==> config.mk <==
export PLATFORM = sky130hd
export DESIGN_NAME = hazard_scoreboard
export DESIGN_NICKNAME = d
export VERILOG_FILES = /design/src/rtl/hazard_pkg.sv /design/src/rtl/hazard_slot.sv /design/src/rtl/hazard_scoreboard.sv
export SDC_FILE = /design/constraint.sdc
export NUM_CORES = 1
export LEC_CHECK = 0
export CAP_MARGIN = 20
export CORE_MARGIN = 2
export CORE_UTILIZATION = 67
export DETAILED_ROUTE_END_ITERATION = 8
export PLACE_DENSITY = 0.88
export REMOVE_ABC_BUFFERS = 1
export SYNTH_ARGS = -nofsm -noshare
export SYNTH_HDL_FRONTEND = slang
export SYNTH_HIERARCHICAL = 1
export SYNTH_SLANG_ARGS = --single-unit
==> constraint.sdc <==
create_clock -name clk_i -period 10.8 [get_ports clk_i]
set_input_delay 2.16 -clock clk_i [delete_from_list [all_inputs] [get_ports clk_i]]
set_output_delay 2.16 -clock clk_i [all_outputs]
set_load 0.005 [all_outputs]
==> src/rtl/hazard_pkg.sv <==
// Purpose: shared latency constants and helpers for the hazard scoreboard.
// Latency: n/a (constants and a pure function only).
// Backpressure: n/a.
package hazard_pkg;

    // Producer latencies in cycles until the result can be forwarded.
    localparam int LAT_ALU     = 1;
    localparam int LAT_LOAD    = 2;

    // Default width of latency fields and countdown counters.
    localparam int LAT_W_DFLT  = 3;

    // Producers slower than the scoreboard was sized for are treated as the
    // slowest supported producer instead of wrapping the counter.
    function automatic int unsigned clamp_lat(input int unsigned lat,
                                              input int unsigned max_lat);
        return (lat > max_lat) ? max_lat : lat;
    endfunction

endpackage

==> src/rtl/hazard_slot.sv <==
// Purpose: countdown counter for one architectural register's outstanding result.
// Latency: load visible one cycle after load_i; decrements once per cycle, floor 0.
// Backpressure: none; a load always wins over the same-cycle decrement.
//
// Ports:
//   clk_i, rst_i   clock, async active-low reset
//   load_i, lat_i  load the counter with lat_i at the next edge
//   cnt_o          current counter value
//   gt1_o          counter > 1, i.e. result not yet forwardable next cycle
module hazard_slot #(
    parameter int LAT_W = 3
) (
    input  logic             clk_i,
    input  logic             rst_i,
    input  logic             load_i,
    input  logic [LAT_W-1:0] lat_i,
    output logic [LAT_W-1:0] cnt_o,
    output logic             gt1_o
);

    logic [LAT_W-1:0] cnt_q;

    always_ff @(posedge clk_i or negedge rst_i) begin
        if (!rst_i) begin
            cnt_q <= '0;
        end else if (load_i) begin
            cnt_q <= lat_i;
        end else if (cnt_q != '0) begin
            cnt_q <= cnt_q - LAT_W'(1);
        end
    end

    assign cnt_o = cnt_q;
    assign gt1_o = (cnt_q > LAT_W'(1));

endmodule

==> src/rtl/hazard_scoreboard.sv <==
// Purpose: ID-stage scoreboard; one countdown per register, drives stall/bubble controls.
// Latency: hazard -> stall_o is combinational on registered counters (0 cycles).
// Backpressure: stall_o holds PC and IF_ID and injects a bubble; stalls self-release.
//
// Optional feature macro: HAZARD_STATS_EN (saturating stall-cycle counter on
// stall_cycles_o; tied to zero when undefined).
//
// Ports:
//   clk_i, rst_i                 clock, async active-low reset
//   issue_valid_i, flush_i       instruction present in ID / being squashed
//   rs_*/rt_*                    source operand use flags and addresses
//   wr_en_i, wr_addr_i, wr_lat_i destination and its producer latency
//   stall_o, pc_write_o, ifid_write_o, ctrl_zero_o  pipeline controls
//   busy_o, pending_o            any counter non-zero / count of counters > 1
//   stall_cycles_o               stall statistics
module hazard_scoreboard
    import hazard_pkg::*;
#(
    parameter int NUM_REGS = 32,
    parameter int ADDR_W   = 5,
    parameter int MAX_LAT  = 4,
    parameter int LAT_W    = LAT_W_DFLT
) (
    input  logic              clk_i,
    input  logic              rst_i,
    input  logic              issue_valid_i,
    input  logic              rs_used_i,
    input  logic [ADDR_W-1:0] rs_addr_i,
    input  logic              rt_used_i,
    input  logic [ADDR_W-1:0] rt_addr_i,
    input  logic              wr_en_i,
    input  logic [ADDR_W-1:0] wr_addr_i,
    input  logic [LAT_W-1:0]  wr_lat_i,
    input  logic              flush_i,
    output logic              stall_o,
    output logic              pc_write_o,
    output logic              ifid_write_o,
    output logic              ctrl_zero_o,
    output logic              busy_o,
    output logic [ADDR_W:0]   pending_o,
    output logic [15:0]       stall_cycles_o
);

    // Register 0 is never tracked, so the per-slot vectors start at 1.
    logic [NUM_REGS-1:1] gt1;
    logic [NUM_REGS-1:1] nz;
    logic [NUM_REGS-1:1] load;
    logic [LAT_W-1:0]    lat_clamped;
    logic                rs_hit;
    logic                rt_hit;
    logic                stall;
    logic                accept;

    assign lat_clamped = LAT_W'(clamp_lat(int'(wr_lat_i), MAX_LAT));

    // Address decode by comparison keeps out-of-range addresses and r0
    // hazard-free without indexing past the slot vector.
    always_comb begin
        rs_hit = 1'b0;
        rt_hit = 1'b0;
        for (int r = 1; r < NUM_REGS; r++) begin
            if (rs_addr_i == ADDR_W'(r) && gt1[r]) rs_hit = 1'b1;
            if (rt_addr_i == ADDR_W'(r) && gt1[r]) rt_hit = 1'b1;
        end
    end

    // Hazard uses the counters before this cycle's load, so an instruction
    // reading its own destination only sees older producers.
    assign stall  = issue_valid_i & ~flush_i & ((rs_used_i & rs_hit) | (rt_used_i & rt_hit));
    assign accept = issue_valid_i & ~stall & ~flush_i;

    for (genvar r = 1; r < NUM_REGS; r++) begin : g_slot
        logic [LAT_W-1:0] cnt;

        assign load[r] = accept & wr_en_i & (wr_addr_i == ADDR_W'(r));

        hazard_slot #(
            .LAT_W (LAT_W)
        ) u_slot (
            .clk_i  (clk_i),
            .rst_i  (rst_i),
            .load_i (load[r]),
            .lat_i  (lat_clamped),
            .cnt_o  (cnt),
            .gt1_o  (gt1[r])
        );

        assign nz[r] = |cnt;
    end

    always_comb begin
        pending_o = '0;
        for (int r = 1; r < NUM_REGS; r++) begin
            pending_o = pending_o + (ADDR_W+1)'(gt1[r]);
        end
    end

    assign busy_o       = |nz;
    assign stall_o      = stall;
    assign pc_write_o   = ~stall;
    assign ifid_write_o = ~stall;
    assign ctrl_zero_o  = stall | flush_i;

`ifdef HAZARD_STATS_EN
    logic [15:0] stall_cnt_q;

    always_ff @(posedge clk_i or negedge rst_i) begin
        if (!rst_i) begin
            stall_cnt_q <= '0;
        end else if (stall && stall_cnt_q != 16'hFFFF) begin
            stall_cnt_q <= stall_cnt_q + 16'd1;
        end
    end

    assign stall_cycles_o = stall_cnt_q;
`else
    assign stall_cycles_o = 16'h0;
`endif

endmodule

======== Word-level counts from Yosys, hierarchy flattened ========
Cells that the tools add are included.
word-level totals
  RAM bits ................................ 0
  latch bits .............................. 0
  ROM bits ................................ 0
  word-level logic and storage cells ...... 509
  register bits ........................... 93
  output and inout bits ................... 27
  input bits .............................. 25
  memories kept ........................... 0
cells by class
  shifts and indexed selects .............. 0
  equal/unequal tests ..................... 93
  reductions and logical operators ........ 125
  bitwise gates (word level) .............. 42
  multipliers ............................. 0
  add/subtract/negate cells ............... 61
  divide/modulo/power cells ............... 0
  mux-type cells .......................... 125
  $lt $le $gt $ge ......................... 32
operator list
  cell                                                number
  == test 5 bit, second input constant                48
  two-way mux 3 bit                                   63
  adder 6 x 1 -> 6 bit                                25
  == test 5 x 4 -> 1 bit, second input constant       24
  > comparator 3 x 1 -> 1 bit, second input constant  31
  nonzero test 3 bit                                  31
  OR reduction 93 bit                                 1
  subtractor 3 x 1 -> 3 bit, second input constant    31
  logical AND 1 bit                                   62
  two-way mux 1 bit                                   62
  nonzero test 2 bit                                  31
  == test 5 x 3 -> 1 bit, second input constant       12
  AND 1 bit                                           38
  == test 5 x 2 -> 1 bit, second input constant       6
  == test 5 x 1 -> 1 bit, second input constant       3
  adder 5 x 1 -> 6 bit                                1
  adder 4 x 1 -> 5 bit                                1
  adder 3 x 1 -> 4 bit                                1
  adder 2 x 1 -> 3 bit                                1
  > comparator 3 bit, second input constant           1
  adder 1 x 1 -> 2 bit                                1
  inverter 1 bit                                      2
  OR 1 bit                                            2

======== Depth between registers and ports, before layout ========
Gate-level depths: netlist (run 1).
  word-level depth ........................ 42
  mapped depth ............................ 18
  gate-level depth less buffers ........... 18

======== By module ========
The synthesis (run 1) kept the hierarchy.
by module, submodules not included
  module             area each (sq um)  cells an instance  seq. area each (sq um)  instances
  hazard_slot        225.2              23                 75.1                    31
  hazard_scoreboard  2279.7             301                0.0                     1

======== Worst setup path before layout (run 1) ========
No wires, ideal clock.
  path type ............................... register -> output
  start point ............................. reg g_slot[24].u_slot.cnt_q[1]
  end point ............................... out pending_o[4]
  setup slack ............................. 3589 ps
  data arrival time ....................... 5051 ps
  buffers on the path ..................... 0
  cell stages (with the launch flop) ...... 19
  data required time ...................... 8640 ps
  path through ............................ dfrtp_1 -> inv_1 -> ha_1 -> o21bai_2 -> inv_1 -> fa_1 -> fa_1 -> inv_1 -> fa_1 -> inv_1 -> fa_1 -> fa_1 -> fa_1 -> inv_1 -> fa_1 -> fa_1 -> a21o_1 -> a21oi_1 -> xnor2_1
between the ends
  cells in the longest elaborated chain, start to end .. 9
ends and longest elaborated chain
  what                                line                     text
  start, declared                     hazard_slot.sv:21        logic [LAT_W-1:0] cnt_q;
  start signal, assigned              hazard_slot.sv:27        cnt_q <= lat_i;
  start signal, assigned              hazard_slot.sv:29        cnt_q <= cnt_q - LAT_W'(1);
  > comparator 3 x 1 -> 1 bit         hazard_slot.sv:34        assign gt1_o = (cnt_q > LAT_W'(1));
  named net gt1 (one bit)             hazard_scoreboard.sv:45  logic [NUM_REGS-1:1] gt1;
  adder 6 x 1 -> 6 bit (8 in series)  hazard_scoreboard.sv:94  pending_o = pending_o + (ADDR_W+1)'(gt1[r]);
  end, declared                       hazard_scoreboard.sv:40  output logic [ADDR_W:0] pending_o,
The timed path passes the listed nets, and every way through them passes these cells.

======== Worst setup path after layout (run 1) ========
Same ends and word-level chain as after synthesis.

==> metrics.txt, run 1 <==
XOR/XNOR share of the synthesized area=0.2837%; Area Overhead vs Synth=7.701%; GR Overflow Total=0; data required time of the worst path=8.64 ns; CP max FO=4; hold endpoint=g_slot[19].u_slot/cnt_o[2]$_DFFE_PN0P_; final count of negative-setup-slack endpoints=0; Final Hold Viols=0; grt peak-use layer=met2; routed len/inst=19.12 um; post-synthesis sequential area ratio=25.13%; CTS Hold Bufs=0; post-synthesis compound-gate area fraction=14.24%; WP buf/inv=6; Synth Area per Inst=9.134 um^2; clock tree buffer depth=2; die height=121.6 um; Min Hold Slack=0.6860 ns; grt met1 use=44.31%; worst hold stages=2; Std-Cell Rows=42; Yosys cell types=52; r2r endpoint=g_slot[27].u_slot/cnt_o[1]$_DFFE_PN0P_; port bufs=35; number of synthesized register bits=93; final max-slew violation count=0; initial antenna violation count=0; clock skew=0.009512 ns; post-CTS setup buffer count=0; crit path cell chain=inv_1 -> ha_1 -> o21bai_2 -> inv_1 -> fa_1 -> fa_1 -> inv_1 -> fa_1 -> inv_1 -> fa_1 -> fa_1 -> fa_1 -> inv_1 -> fa_1 -> fa_1 -> a21o_1 -> a21oi_1 -> xnor2_1 -> clkdlybuf4s50_1; Worst-Margin Slew=1.057 ns; pin count of the biggest net entering global routing=62; GP Congestion=0.9385; fill count=970; worst slew margin relative to its limit=28.87%; period utilization=78.21%; max cap viols=0; Max stage delay cell, worst path=clkdlybuf4s50_1; Worst-Skew Late Latency=0.36 ns; synthesized cell area=9261 um^2; TritonRoute pass-1 iters=5; Worst R2R Path Depth=12; non-filler cells, final=1,227; crit path launch type=flip-flop; met3 GRT Util=5.758%; dpl cells=1,209; Mapped Cells=1,014; Critical R2R Launch=g_slot[11].u_slot/cnt_o[1]$_DFFE_PN0P_; total number of vias=7,832; min cycle time layout=8.447 ns; grt met2 use=54.85%; Simple-Gate Fraction of Synth Area=30.07%; DRT iter0 DRCs=789; All-Layer GR Usage=33.05%; status=complete, no violations; nets=1,194; async set-reset flop share out of synthesis=100.0%; multiplexer share of the synthesized area=2.418%; clock root buffer=clkbuf_16; Crit path top cell by count=fa_1; number of gates resized after cts=0; full die area=14,780 um^2; io pins=52; layout cells sized above 1=7.422%; number of remaining DRC errors=0; Min-Delay Startpoint=g_slot[19].u_slot/cnt_o[2]$_DFFE_PN0P_; Synth Area in Adders=18.48%; max reg flops=93; Worst path max stage delay=0.54 ns; Crit. End Element=primary output; TritonCTS Buffers=9; Post-synth EDFFs=0; RSZ-0062 raised after global routing=false; Hold Crit Class=flip-flop to flip-flop; clock-pin slew on the worst setup and hold paths=0.06 ns; Initial Utilization=69.39%; setup_tns=0 ns; Top delay family on crit path=adder cells; Synth Flop Type=dfrtp_1; Worst Setup Slack, final=2.353 ns; diode count=0; Placement Setup Slack=2.773 ns; Worst Setup Path Type=flip-flop to primary output; Die Wd=121.6 um; vias in the first global route=7,710; Post-Route WL=23,460 um; placed wire-length estimate=17,080 um; f_max=118.4 MHz; largest family of logic cells by synthesized area=simple AND/OR/NAND/NOR gates; Crit path arrival time=6.29 ns; Num Clock Sinks=93; reg-to-reg setup timing slack=7.14 ns; Via density=6.383; YS warnings=6; global-route wire length before repair=38,360 um; Antenna Violating Nets Remaining=0; Core Area=13,350 um^2; CTS tree=built; H-tree levels=3
[stage by stage]
| step | area (um^2) | util (%) |
|---|---|---|
| 2_1_floorplan | 9054 | - |
| 3_3_place_gp | 9679 | 72.52 |
| 3_5_place_dp | 9684 | 72.55 |
| 4_1_cts | 9965 | 74.65 |
| 5_1_grt | 9975 | 74.73 |
| 6_report | 9975 | 74.73 |
[logic make-up (layout without fill, tap and decap cells)]
kind of cell	Yosys count	in the layout
and+or+nand+nor	416	416
DFF	93	93
other	1	16
adders and majority gates	123	123
muxes	20	20
AOI/OAI and AO/OA	159	159
xor gates and xnor gates	3	3
buffers and inverters	199	221
[final cells by class]
class                           count  area, um^2  share of cell area [%]
Multi-Input combinational cell    737        6131                   61.47
Inverter                          160       600.6                   6.021
Sequential cell                    93        2327                   23.33
Clock inverter                      3       20.02                  0.2007
Clock buffer                       13       260.3                   2.609
Timing Repair Buffer               45       415.4                   4.165
Tap cell                          176       220.2                   2.208
[synthesized netlist by cell type (all sizes together) (28+ instances only)]
library cell | n | share of area [%]
nor2b | 99 | 6.7
dfrtp | 93 | 25
nand2b | 35 | 2.4
or2b | 31 | 2.5
nor2 | 45 | 1.8
inv | 159 | 6.4
a221oi | 31 | 2.9
a31oi | 33 | 2.2
a311oi | 31 | 2.9
buf | 28 | 2.4
o21bai | 32 | 3.9
ha | 100 | 14
nor4 | 42 | 3.4
or3b | 36 | 3.4
nor4b | 63 | 6.0
[worst max path at each step]
stage                                           startpoint      endpoint  slack [ns]  depth (start not counted)
floorplan           g_slot[24].u_slot/cnt_o[1]$_DFFE_PN0P_  pending_o[4]        3.59                         18
global placement     g_slot[6].u_slot/cnt_o[1]$_DFFE_PN0P_  pending_o[4]        2.91                         17
detailed placement  g_slot[24].u_slot/cnt_o[1]$_DFFE_PN0P_  pending_o[4]        2.77                         19
CTS                 g_slot[24].u_slot/cnt_o[1]$_DFFE_PN0P_  pending_o[4]        2.37                         19
global route        g_slot[24].u_slot/cnt_o[1]$_DFFE_PN0P_  pending_o[4]        2.12                         19
finish              g_slot[24].u_slot/cnt_o[1]$_DFFE_PN0P_  pending_o[4]        2.35                         19
[tightest hold or removal path: stages (launching register included)]
cell	delay [ns]
dfrtp_1	0.42
or3b_1	0.14
a31oi_1	0.09
[placed cells by master, fill, tap and decap left out, drive strengths merged, types with 3 or more instances in the layout]
| master | synthesis | routed |
|---|---|---|
| o22ai | 3 | 3 |
| nand3 | 14 | 14 |
| nor2 | 45 | 45 |
| nor2b | 99 | 99 |
| o21ai | 8 | 8 |
| nor3 | 12 | 12 |
| nor4b | 63 | 63 |
| mux2i | 16 | 16 |
| dfrtp | 93 | 93 |
| nand2b | 35 | 35 |
| nand2 | 13 | 13 |
| mux2 | 3 | 3 |
| or3b | 36 | 36 |
| nand4b | 3 | 3 |
| a221oi | 31 | 31 |
| nor4 | 42 | 42 |
| o32ai | 3 | 3 |
| ha | 100 | 100 |
| or2b | 31 | 31 |
| a21o | 3 | 3 |
| conb | 1 | 16 |
| a31oi | 33 | 33 |
| nand4 | 8 | 8 |
| nand3b | 9 | 9 |
| clkdlybuf4s50 | 0 | 34 |
| a21oi | 7 | 7 |
| inv | 159 | 159 |
| fa | 23 | 23 |
| a311oi | 31 | 31 |
| clkbuf | 11 | 15 |
| o21bai | 32 | 32 |
| buf | 28 | 9 |
[layer usage]
metal	wire length, um	vias to the layer above	part of all wire [%]
met5	0	-	0
met3	1662	64	7.1
met1	9964	3808	42
met2	11170	328	48
li1	-	3632	-
met4	656	0	2.8
Power of run 1 is not shown: default switching activity piles up to over one toggle a cycle in this logic, so the estimate is an artifact.
==> run 2, diff against run 1 <==
Settings changed: CORE_UTILIZATION 67 to 56, PLACE_DENSITY 0.88 to 0.78.
Clock period 10.8 ns to 6.8 ns, I/O delays scaled along.
==> run 2 against run 1 <==
  * The flow now finishes with violations (setup timing)
  * First-iteration DRC count down 34%
  * Highest routed layer unchanged
  * Critical path type unchanged
  * Flip-flop and latch count unchanged
  * Hold slack worse by 0.015 ns
==> metrics.txt, run 2 (synthesized netlist as in run 1, its figures left out) <==
Core Area=16,350 um^2 (+22%); worst hold stages=2 (unchanged); final count of negative-setup-slack endpoints=1 (+1); reg-to-reg setup timing slack=2.93 ns (-4.21 ns); final core occ=66.17% (-8.6 points); pin count of the biggest net entering global routing=76 (+23%); max cap viols=0 (unchanged); placed inst area=10,370 um^2 (+7.1%); Worst Setup Path Type=flip-flop to primary output; status=finished with violations; routed len/inst=17.85 um (-6.6%); f_max=144.9 MHz; Worst-Margin Slew=1.142 ns (+0.08457 ns); CTS Hold Bufs=0 (unchanged); total number of vias=8,068 (+3.0%); data required time of the worst path=5.44 ns (-3.20 ns); r2r endpoint=g_slot[4].u_slot/cnt_o[0]$_DFFE_PN0P_; period utilization=101.5%; clock tree buffer depth=2 (unchanged); Std-Cell Rows=47 (+12%); CTS tree=built; Post-Route WL=24,250 um (+3.4%); Crit path top cell by count=fa_1; min cycle time layout=6.902 ns; Max stage delay cell, worst path=fa_1; Die Wd=132.6 um (+9.1%); Placement Setup Slack=-0.2993 ns (-3.073 ns); Design Area, Final=10,820 um^2 (+8.5%); Worst Setup Slack, final=-0.1018 ns (-2.455 ns); Hold Crit Class=flip-flop to flip-flop; port bufs=35 (unchanged); Antenna Violating Nets Remaining=0 (unchanged); TritonCTS Buffers=9 (unchanged); failing checks=setup timing; full die area=17,580 um^2 (+19%); Crit path arrival time=5.54 ns (-0.75 ns); commonest cells after routing, fill and taps aside=151 x inv_1, 97 x nor2b_1, 96 x ha_1; GP Congestion=0.9478 (+0.99%); Via density=5.941 (-6.9%); worst slew margin relative to its limit=23.18% (-5.7 points); Num Clock Sinks=93 (unchanged); hold endpoint=g_slot[31].u_slot/cnt_o[2]$_DFFE_PN0P_; most common cell after layout, fill and taps aside=inv_1; nets=1,281 (+7.3%); Crit. End Element=primary output; RSZ-0062 raised after global routing=true; GR Overflow Total=0 (unchanged); Min-Delay Startpoint=g_slot[31].u_slot/cnt_o[2]$_DFFE_PN0P_; clock skew=0.01084 ns (+0.001333 ns); final max-slew violation count=0 (unchanged); max reg flops=93 (unchanged); vias in the first global route=7,695 (-0.19%); die height=132.6 um (+9.1%); Worst-Skew Late Latency=0.36 ns (about the same); io pins=52 (unchanged); DRT iter0 DRCs=522 (-34%); crit path cell chain=inv_1 -> ha_1 -> o21bai_2 -> inv_1 -> fa_1 -> fa_1 -> fa_1 -> fa_1 -> fa_1 -> fa_1 -> inv_2 -> fa_2 -> fa_2 -> a21o_1 -> a21oi_2 -> xnor2_1 -> buf_2; CP max FO=2 (-2); Worst R2R Path Depth=14 (+2); number of remaining DRC errors=0 (unchanged); clock-pin slew on the worst setup and hold paths=0.07 ns (about the same); Worst path max stage delay=0.55 ns (about the same); global-route wire length before repair=39,030 um (+1.7%); Final Hold Viols=0 (unchanged); crit path launch type=flip-flop; TritonRoute pass-1 iters=5 (unchanged); clock root buffer=clkbuf_16; Area Overhead vs Synth=16.81%; diode count=0 (unchanged); All-Layer GR Usage=27.94% (-5.1 points); initial antenna violation count=0 (unchanged); Initial Utilization=56.65% (-13 points); placed wire-length estimate=18,180 um (+6.4%); Critical R2R Launch=g_slot[24].u_slot/cnt_o[0]$_DFFE_PN0P_; layout cells sized above 1=16.70% (+9.3 points); H-tree levels=3 (unchanged)
==> run 2: cell types whose count changed in the layout (fill, tap and decap cells not counted), sizes merged <==
cell / delta
buf: +90
clkdlybuf4s50: -5
clkbuf: -3
clkdlybuf4s15: +2
inv: +2
bufinv: +1
clkinv: +1
clkinvlp: -1
==> run 2: layout make-up <==
cell class / count / area [um^2]
clock inverter: 6 / 68.82
clock buffer: 10 / 239.0
multi-input combinational: 737 / 6221
sequential: 93 / 2327
inverter: 160 / 600.6
timing repair buffer: 132 / 1086
fill: 1368 / 5530
tap: 220 / 275.3
==> run 2: worst max path at each step <==
stage | cells past startpoint | slack [ns] | from | end
2_1_floorplan | 18 | 0.39 | g_slot[24].u_slot/cnt_o[1]$_DFFE_PN0P_ | pending_o[4]
3_3_place_gp | 18 | -0.18 | g_slot[24].u_slot/cnt_o[0]$_DFFE_PN0P_ | pending_o[4]
3_5_place_dp | 18 | -0.30 | g_slot[24].u_slot/cnt_o[0]$_DFFE_PN0P_ | pending_o[4]
4_1_cts | 19 | -0.22 | g_slot[28].u_slot/cnt_o[1]$_DFFE_PN0P_ | pending_o[4]
5_1_grt | 18 | -0.26 | g_slot[28].u_slot/cnt_o[0]$_DFFE_PN0P_ | pending_o[4]
6_report | 17 | -0.10 | g_slot[6].u_slot/cnt_o[1]$_DFFE_PN0P_ | pending_o[4]
==> run 2: repair_timing <==
| item | CTS | global route |
|---|---|---|
| buffers inserted | 1 | 2 |
| gates resized for setup | 28 | 17 |
| pin swaps | 17 | 10 |
| cloned | 0 | 0 |
| setup endpoints to repair | 5 | 6 |
==> run 2: critical path: cells and delay by family (launching register included) <==
| kind | cells | cell delay (ns) |
|---|---|---|
| xor+xnor | 1 | 0.12 |
| flops | 1 | 0.35 |
| buf+inv | 4 | 0.31 |
| fa+ha+maj | 9 | 3.91 |
| compound gates | 3 | 0.49 |
==> run 2: stage by stage <==
stage / hold slack [ns] / cells / setup TNS [ns]
2_1_floorplan: 0.6065 / 990 / 0
3_3_place_gp: 0.6568 / 1337 / -0.1792
3_5_place_dp: 0.6726 / 1337 / -0.4071
4_1_cts: 0.6693 / 1354 / -0.3670
5_1_grt: 0.7129 / 1358 / -0.3487
6_report: 0.6709 / 1358 / -0.1018
==> run 2: routing by layer <==
layer | global-route usage, % | wire length [um]
met5 | 0 | 0
met4 | 10.69 | 886
met3 | 6.054 | 1427
met2 | 46.34 | 11680
met1 | 35.79 | 10260
Power of run 2 is left out for the same reason.
==> run 3, diff against run 2 <==
Settings changed: GPL_TIMING_DRIVEN from default to 0.
==> run 3 against run 2 <==
  * The flow still finishes with violations (setup timing)
  * Via count decreased by 2.6%
  * Critical path depth grew 1
  * Setup slack worse by 0.028 ns
  * First-iteration DRC count up 23%
  * Clock-buffer cell count increased by 1
  * Hold slack improved by 0.011 ns
  * Die area did not move
  * Sequential share of layout area rose by 0.46 points
  * Final area fell by 1.6%
  * Register-to-register slack worse by 0.09 ns
  * Fmax down 0.41%
  * Wire length down 3.6%
==> metrics.txt, run 3 (synthesized netlist as in run 1, its figures left out) <==
status=finished with violations; failing checks=setup timing; layout cells sized above 1=15.14% (-1.6 points); CTS Hold Bufs=0 (unchanged); Std-Cell Rows=47 (unchanged); Hold Crit Class=flip-flop to flip-flop; Die Wd=132.6 um (unchanged); Worst Setup Path Type=flip-flop to primary output; All-Layer GR Usage=26.93% (-1.0 points); clock root buffer=clkbuf_16; r2r endpoint=g_slot[23].u_slot/cnt_o[1]$_DFFE_PN0P_; routed len/inst=17.83 um (-0.11%); Antenna Violating Nets Remaining=0 (unchanged); clock skew=0.009019 ns (-0.001825 ns); full die area=17,580 um^2 (unchanged); Core Area=16,350 um^2 (unchanged); RSZ-0062 raised after global routing=true; reg-to-reg setup timing slack=2.84 ns (-0.09 ns); most common cell after layout, fill and taps aside=inv_1; clock-pin slew on the worst setup and hold paths=0.07 ns (about the same); sequential cell area=2340 um^2 (+0.54%); Final Hold Viols=0 (unchanged); number of remaining DRC errors=0 (unchanged); CP max FO=3 (+1); non-filler cells, final=1,310 (-3.5%); Via density=6.000 (+0.99%); crit path launch type=flip-flop; diode count=0 (unchanged); max cap viols=0 (unchanged); vias in the first global route=7,544 (-2.0%); placed wire-length estimate=16,570 um (-8.9%); H-tree levels=3 (unchanged); min cycle time layout=6.930 ns (+0.02842 ns); TritonRoute pass-1 iters=5 (unchanged); Worst-Skew Late Latency=0.36 ns (about the same); fill count=1,329 (-2.9%); DRT iter0 DRCs=644 (+23%); worst slew margin relative to its limit=25.64% (+2.5 points); io pins=52 (unchanged); global-route wire length before repair=38,090 um (-2.4%); pin count of the biggest net entering global routing=60 (-21%); GP Congestion=0.9392 (-0.91%); hold endpoint=g_slot[3].u_slot/cnt_o[2]$_DFFE_PN0P_; setup_tns=-0.1531 ns (-0.05136 ns); total number of vias=7,860 (-2.6%); initial antenna violation count=0 (unchanged); final count of negative-setup-slack endpoints=2 (+1); die height=132.6 um (unchanged); Crit. End Element=primary output; clock tree buffer depth=2 (unchanged); max reg flops=93 (unchanged); Crit path arrival time=5.57 ns (+0.03 ns); Area Overhead vs Synth=14.96%; CTS tree=built; Num Clock Sinks=93 (unchanged); Post-Route WL=23,360 um (-3.6%); Worst R2R Path Depth=14 (unchanged); Critical R2R Launch=g_slot[28].u_slot/cnt_o[1]$_DFFE_PN0P_; Worst Setup Slack, final=-0.1302 ns (-0.02842 ns); Worst-Margin Slew=1.105 ns (-0.03653 ns); period utilization=101.9% (+0.42 points); commonest cells after routing, fill and taps aside=148 x inv_1, 96 x nor2b_1, 93 x ha_1; TritonCTS Buffers=9 (unchanged); Placement Setup Slack=-0.4926 ns (-0.1933 ns); area of the multi-input gates=6339 um^2 (+1.9%); dpl cells=1,251 (-6.4%); worst hold stages=2 (unchanged); f_max=144.3 MHz (-0.41%); final max-slew violation count=0 (unchanged); nets=1,233 (-3.7%); Initial Utilization=56.65% (unchanged); port bufs=35 (unchanged); Min-Delay Startpoint=g_slot[3].u_slot/cnt_o[2]$_DFFE_PN0P_; data required time of the worst path=5.44 ns (about the same); GR Overflow Total=0 (unchanged)
## run 3: changes by cell type in the layout (fill, tap and decap cells not counted), sizes merged
| cell | before | now |
|---|---|---|
| inv | 161 | 160 |
| bufinv | 1 | 2 |
| dlymetal6s2s | 0 | 1 |
| clkdlybuf4s15 | 2 | 0 |
| buf | 99 | 55 |
| clkdlybuf4s50 | 29 | 27 |
| clkinv | 3 | 2 |
## run 3: worst max-delay path, stage by stage (launching register included)
cell      delay, ns
dfrtp_2        0.44
ha_4           0.18
o21bai_4       0.20
inv_2          0.06
fa_1           0.47
fa_1           0.49
inv_1          0.05
fa_1           0.51
inv_2          0.05
fa_1           0.52
fa_1           0.43
fa_1           0.51
inv_2          0.04
fa_2           0.36
fa_2           0.37
a21o_1         0.18
a21oi_2        0.14
xnor2_1        0.12
buf_2          0.12
## run 3: final cells by class
| cell class | count | area share (%) |
|---|---|---|
| Tap cell | 220 | 2.585 |
| Inverter | 160 | 5.641 |
| Sequential cell | 93 | 21.98 |
| Clock inverter | 5 | 0.7639 |
| Multi-Input combinational cell | 737 | 59.54 |
| Timing Repair Buffer | 84 | 7.122 |
| Clock buffer | 11 | 2.374 |
## run 3: repair_timing
action / in CTS / in global routing
pin swaps: 16 / 5
endpoints found under the setup margin: 6 / 6
setup buffers: 34 / 7
gates cloned: 0 / 0
gates resized for setup: 58 / 19
## run 3: per-layer routing
layer  global-route usage (%)  vias up  share of wire, %  wire, um
met5                        0        -                 0         0
li1                         -     3716                 -         -
met2                    44.85      265                49     11370
met3                    4.636       48               6.2      1460
met1                    34.84     3831                42      9813
met4                    10.99        0               3.1       716
## run 3: worst max-delay path by stage
stage,startpoint,endpoint,slack (ns),depth (start not counted)
after floorplan,g_slot[24].u_slot/cnt_o[1]$_DFFE_PN0P_,pending_o[4],0.39,18
after global placement,g_slot[24].u_slot/cnt_o[0]$_DFFE_PN0P_,pending_o[4],-0.42,18
after detailed placement,g_slot[26].u_slot/cnt_o[1]$_DFFE_PN0P_,pending_o[4],-0.49,19
after CTS,g_slot[28].u_slot/cnt_o[0]$_DFFE_PN0P_,pending_o[4],-0.20,18
after global routing,g_slot[26].u_slot/cnt_o[0]$_DFFE_PN0P_,pending_o[4],-0.30,18
final,g_slot[26].u_slot/cnt_o[0]$_DFFE_PN0P_,pending_o[4],-0.13,18
## run 3: through the flow
step | instance area, um^2 | utilization (%) | hold WS, ns
final | 10650 | 65.12 | 0.6821
after detailed placement | 9807 | 59.99 | 0.6659
after global placement | 9679 | 59.21 | 0.6555
after global routing | 10650 | 65.12 | 0.7059
after CTS | 10540 | 64.48 | 0.6776
after floorplan | 9054 | - | 0.6065
Power of run 3 is left out for the same reason.
